===== config.mk =====
export PLATFORM = sky130hd
export DESIGN_NAME = rf_wb_arbiter
export DESIGN_NICKNAME = d
export VERILOG_FILES = /design/src/rtl/rf_wb_arbiter_pkg.sv /design/src/rtl/rf_wb_arbiter_prio_arb.sv /design/src/rtl/rf_wb_arbiter.sv
export SDC_FILE = /design/constraint.sdc
export NUM_CORES = 1
export LEC_CHECK = 0
export ABC_AREA = 0
export CAP_MARGIN = 10
export CORE_MARGIN = 5
export CORE_UTILIZATION = 34
export DETAILED_ROUTE_END_ITERATION = 10
export PLACE_DENSITY_LB_ADDON = 0.2
export SYNTH_ARGS = -nofsm -noshare
export SYNTH_HDL_FRONTEND = slang
export SYNTH_HIERARCHICAL = 1
export SYNTH_SLANG_ARGS = --single-unit

===== constraint.sdc =====
create_clock -name clk -period 2.8 [get_ports clk]
set_input_delay 0.42 -clock clk [delete_from_list [all_inputs] [get_ports clk]]
set_output_delay 0.42 -clock clk [all_outputs]
set_load 0.05 [all_outputs]

===== src/rtl/rf_wb_arbiter_pkg.sv =====
// Shared types for the register-file writeback arbiter.
// Provides the data/register index types, the registered write payload,
// and the source index constants used for src_* port vectors.
package rf_wb_arbiter_pkg;

    localparam int unsigned DATA_W = 32;
    localparam int unsigned REG_W  = 5;

    typedef logic [DATA_W-1:0] data_t;
    typedef logic [REG_W-1:0]  reg_ind_t;

    // One pending register-file write
    typedef struct packed {
        logic     valid;
        reg_ind_t addr;
        data_t    data;
    } wb_req_t;

    localparam int unsigned WB_SRC_EXE = 0;
    localparam int unsigned WB_SRC_MEM = 1;

endpackage


===== src/rtl/rf_wb_arbiter_prio_arb.sv =====
// rf_wb_prio_arb: fixed-priority grant among dbg, EXE (src0) and MEM (src1),
// with a saturating starvation counter that force-grants EXE.
// Ports:
//   clk, rstn         clock / async active-low reset
//   dbg_we            debug write request (highest priority, no handshake)
//   src_valid[1:0]    per-source request (bit0=EXE, bit1=MEM)
//   grant[1:0]        one-hot source grant (combinational)
//   grant_dbg         debug port wins this cycle (combinational)
module rf_wb_prio_arb
    import rf_wb_arbiter_pkg::*;
#(
    parameter int unsigned STARVE_LIMIT = 4,
    parameter int unsigned CNT_W        = 4
) (
    input  logic       clk,
    input  logic       rstn,
    input  logic       dbg_we,
    input  logic [1:0] src_valid,
    output logic [1:0] grant,
    output logic       grant_dbg
);

    logic [CNT_W-1:0] starve_cnt_q;
    logic [CNT_W-1:0] starve_cnt_d;
    logic             starved;

    assign starved = (starve_cnt_q == CNT_W'(STARVE_LIMIT));

    // Grant selection, at most one winner per cycle
    always_comb begin
        grant     = 2'b00;
        grant_dbg = 1'b0;
        if (dbg_we) begin
            grant_dbg = 1'b1;
        end else if (src_valid[WB_SRC_EXE] && starved) begin
            grant[WB_SRC_EXE] = 1'b1;
        end else if (src_valid[WB_SRC_MEM]) begin
            grant[WB_SRC_MEM] = 1'b1;
        end else if (src_valid[WB_SRC_EXE]) begin
            grant[WB_SRC_EXE] = 1'b1;
        end
    end

    // Count consecutive waiting cycles of EXE; saturate at the limit
    always_comb begin
        starve_cnt_d = starve_cnt_q;
        if (!src_valid[WB_SRC_EXE] || grant[WB_SRC_EXE]) begin
            starve_cnt_d = '0;
        end else if (!starved) begin
            starve_cnt_d = starve_cnt_q + CNT_W'(1);
        end
    end

    always_ff @(posedge clk or negedge rstn) begin
        if (!rstn) begin
            starve_cnt_q <= '0;
        end else begin
            starve_cnt_q <= starve_cnt_d;
        end
    end

endmodule


===== src/rtl/rf_wb_arbiter.sv =====
// rf_wb_arbiter: shares the single register-file write port among the EXE
// result (src0), MEM load result (src1) and a debug/init port. The selected
// write is registered for one cycle and then drives RegFile we/addr/data.
// Optional read-side forwarding of the registered write: macro RF_WB_FWD_EN.
// Ports:
//   clk, rstn                 clock / async active-low reset
//   src_valid/addr/data       per-source write request (bit0=EXE, bit1=MEM)
//   src_ready                 per-source accept (transfer = valid & ready)
//   dbg_we/addr/data          debug write, highest priority
//   rf_we/waddr/wdata         to RegFile write port
//   fwd_raddr_1/2             read addresses checked against the pending write
//   fwd_hit_1/2, fwd_data_1/2 forwarding result
module rf_wb_arbiter
    import rf_wb_arbiter_pkg::*;
#(
    parameter int unsigned STARVE_LIMIT = 4,
    parameter int unsigned CNT_W        = 4
) (
    input  logic                clk,
    input  logic                rstn,
    input  logic [1:0]          src_valid,
    input  reg_ind_t [1:0]      src_addr,
    input  data_t    [1:0]      src_data,
    output logic [1:0]          src_ready,
    input  logic                dbg_we,
    input  reg_ind_t            dbg_addr,
    input  data_t               dbg_data,
    output logic                rf_we,
    output reg_ind_t            rf_waddr,
    output data_t               rf_wdata,
    input  reg_ind_t            fwd_raddr_1,
    input  reg_ind_t            fwd_raddr_2,
    output logic                fwd_hit_1,
    output logic                fwd_hit_2,
    output data_t               fwd_data_1,
    output data_t               fwd_data_2
);

    logic [1:0] grant;
    logic       grant_dbg;
    wb_req_t    wb_q;
    wb_req_t    wb_d;

    rf_wb_prio_arb #(
        .STARVE_LIMIT (STARVE_LIMIT),
        .CNT_W        (CNT_W)
    ) u_arb (
        .clk       (clk),
        .rstn      (rstn),
        .dbg_we    (dbg_we),
        .src_valid (src_valid),
        .grant     (grant),
        .grant_dbg (grant_dbg)
    );

    assign src_ready = grant;

    // Capture the winner; with no winner only valid drops, addr/data hold
    always_comb begin
        wb_d       = wb_q;
        wb_d.valid = 1'b0;
        if (grant_dbg) begin
            wb_d = '{valid: 1'b1, addr: dbg_addr, data: dbg_data};
        end else if (grant[WB_SRC_MEM]) begin
            wb_d = '{valid: 1'b1, addr: src_addr[WB_SRC_MEM], data: src_data[WB_SRC_MEM]};
        end else if (grant[WB_SRC_EXE]) begin
            wb_d = '{valid: 1'b1, addr: src_addr[WB_SRC_EXE], data: src_data[WB_SRC_EXE]};
        end
    end

    always_ff @(posedge clk or negedge rstn) begin
        if (!rstn) begin
            wb_q <= '0;
        end else begin
            wb_q <= wb_d;
        end
    end

    // x0 writes are accepted but never reach the RegFile
    assign rf_we    = wb_q.valid && (wb_q.addr != '0);
    assign rf_waddr = wb_q.addr;
    assign rf_wdata = wb_q.data;

`ifdef RF_WB_FWD_EN
    // Bridges the cycle before the RegFile update is visible on reads
    assign fwd_hit_1  = rf_we && (wb_q.addr == fwd_raddr_1);
    assign fwd_hit_2  = rf_we && (wb_q.addr == fwd_raddr_2);
    assign fwd_data_1 = fwd_hit_1 ? wb_q.data : '0;
    assign fwd_data_2 = fwd_hit_2 ? wb_q.data : '0;
`else
    logic fwd_unused;
    assign fwd_unused = ^{fwd_raddr_1, fwd_raddr_2};
    assign fwd_hit_1  = 1'b0;
    assign fwd_hit_2  = 1'b0;
    assign fwd_data_1 = '0;
    assign fwd_data_2 = '0;
`endif

endmodule


==> reports/metrics.yaml <==
critPathKind: "flop to output port"
drt_iter0_drc: 47
rr_worst_depth: 8
final_area_um2: 4094
wl_mm: 8.782
min-delay-path-class: "input pin to asynchronous set/reset pin"
placementRows: 33
final_cell_mix: "clkdlybuf4s50_1 (151), a22oi_1 (73), conb_1 (66)"
syn_inst: 306
drv_slew: 0
antenna_found_initial: 0
routabilityCongestion: 0.7604
avgSynthCellArea_um2: 9.519
clk_path_buf_depth: 2
ys_seq_area_frac: 0.3608
layout_commonest_cell: "clkdlybuf4s50_1"
cp-end-kind: "output port"
crit_path_start_kind: "flop"
drive_gt1_frac: 0.06235
rr_startpoint: "u_arb/starve_cnt_q[0]"
first_global_vias: 2457
die_area_um2: 10520
diodes: 0
status: "finished, final reports clean"
yosys.area.top_type_share: 0.3608
hpwl_mm: 6.688
postCtsSetupBuffers: 0
ys_top_cells_by_area: "dfrtp_1 (36%), buf_4 (28%), a22oi_1 (19%)"
setup_viol: 0
clock_skew_ps: 4.122
cp_data_arrival_time_ps: 2090
drc: 0
nets: 544
syn_area_um2: 2913
final_antenna_net_count: 0
cp.required_ps: 2380
area_growth_syn_to_layout_pct: 40.55
synth_seq_cells: 42
grt_pass1_wl_mm: 12.70
start_util: 0.3510
power_leakage_nw: 1.682
vias_per_cell: 4.640
tightest_slew_ps: 952.0
place_area_um2: 3999
cap_violations: 0
clkTransAtPathRegs_ps: 80
routedWlPerCell_um: 16.82
ios: 232
clock_sinks: 42
htree_num_levels: 2
drt-pass1-iter-count: 4
core_area_um2: 8299
clkLatencyLatePin_ps: 290
grt.overflow.total: 0
die_width_um: 102.6
cts_resized: 0
cts_root_buffer: "clkbuf_8"
io_buffers: 155
cts_made_buffers: 5
dr_total_vias: 2422
r2r_slack_ps: 320
ir_drop_mv: 0.1731
die_h_um: 102.6
powerDensity_nw_per_um2: 488.2
grt_max_degree: 79
fmax_mhz: 397.8
cts_tree: "done"
rsz0062_at_grt: "false"
layout_min_cycle_time_ps: 2514
grt_usage: 0.1548
r2r_end: "rf_wdata[13]"
yosys.area.top_type: "dfrtp_1"
fin_crit_sh: 0.8978
yosys_warnings: 6
relSlewSlack: 0.3653
yosysUniqueCellTypes: 31
worstPathMaxFanout: 3
hold_viol: 0
ctsHoldBuffers: 0
fin_setup_tns_ps: 0
## layout make-up
cell class	instances	area, um^2
clock inverters	2	12.51
multi-input cells	201	1200
clock buffers	6	82.58
fillers	809	4205
inverters	4	15.01
flip-flops and latches	42	1051
repair buffers	162	1602
well taps	105	131.4
## critical path, stage by stage (launching register included)
cell,delay (ps)
dfrtp_1,400
or4_1,520
o21a_1,180
clkdlybuf4s50_1,700
## cells in the mapped netlist
cell      number
nand2b_1       1
o21ai_1        7
buf_6          4
nor2_1         1
buf_4        109
nand3b_4       1
o21a_1         1
o21ai_0       31
buf_2          4
and2_2         1
ha_1           2
conb_1         1
and3b_1        1
or4_1          1
o21ai_2        1
clkbuf_1       7
xor2_1         1
nor3_1         1
a21oi_1        1
nand3_1        3
a22oi_1       73
a311oi_1       1
a21oi_2        1
nor3b_1        1
dfrtp_1       42
inv_1          4
nand2_1        1
nor3_4         1
o32ai_1        1
nor2b_1        1
o22ai_1        1
## metal layers
layer  GRT usage  vias to the layer above  part of all wire
met5           0                        -                 0
met4     0.02725                        0            0.0039
met3     0.04533                        2              0.11
met2      0.2632                      142              0.47
met1      0.1977                     1118              0.41
li1            -                     1160                 -
## report_power, final
part | total [mW] | internal (mW) | leakage [nW] | switching [mW]
clock | 0.417 | 0.199 | 0.0472 | 0.218
sequential | 0.702 | 0.667 | 0.515 | 0.0347
combinational | 0.880 | 0.306 | 1.12 | 0.574
total | 2.00 | 1.17 | 1.68 | 0.827
## metrics by stage
| step | cells | utilization | worst slack, ps | hold slack, ps | total power, mW |
|---|---|---|---|---|---|
| 3_5_place_dp | 514 | 0.4818 | 172.2 | 492.5 | 1.598 |
| 6_report | 522 | 0.4933 | 286.2 | 275.0 | 1.999 |
| 5_1_grt | 522 | 0.4933 | 71.00 | 358.0 | 2.100 |
| 3_3_place_gp | 514 | 0.4818 | 186.0 | 486.1 | 1.590 |
| 4_1_cts | 522 | 0.4933 | 260.9 | 312.5 | 2.023 |
| 2_1_floorplan | 371 | - | 373.0 | 124.4 | 1.414 |
## sequential cells by signal (all words and copies together), names as in the netlist
| signal | flops |
|---|---|
| wb_q | 1 |
| u_arb/starve_cnt_q | 4 |
| rf_waddr | 5 |
| rf_wdata | 32 |
## cell families (layout without fill, tap and decap cells)
group                    count (synthesis)  after routing  share of synthesized area
AO/OA/AOI/OAI                          118            118                     0.2719
AND/OR/NAND/NOR                         14             14                    0.03694
adder cells (fa/ha/maj)                  2              2                   0.008590
flip-flops                              42             42                     0.3608
other                                    1             66                   0.001287
XOR/XNOR                                 1              1                   0.003007
buffers and inverters                  128            174                     0.3174
## worst max-delay path by stage
stage	slack (ps)	from	end	cells past startpoint
after floorplan	370	u_arb/starve_cnt_q[0]	rf_wdata[18]	10
after global placement	190	src_valid[0]	rf_wdata[13]	7
after detailed placement	170	src_valid[0]	rf_wdata[13]	7
after CTS	260	rf_waddr[0]	rf_we	3
after global routing	70	u_arb/starve_cnt_q[0]	rf_wdata[13]	8
final	290	rf_waddr[0]	rf_we	3
Power figures use the tool's default switching activity.
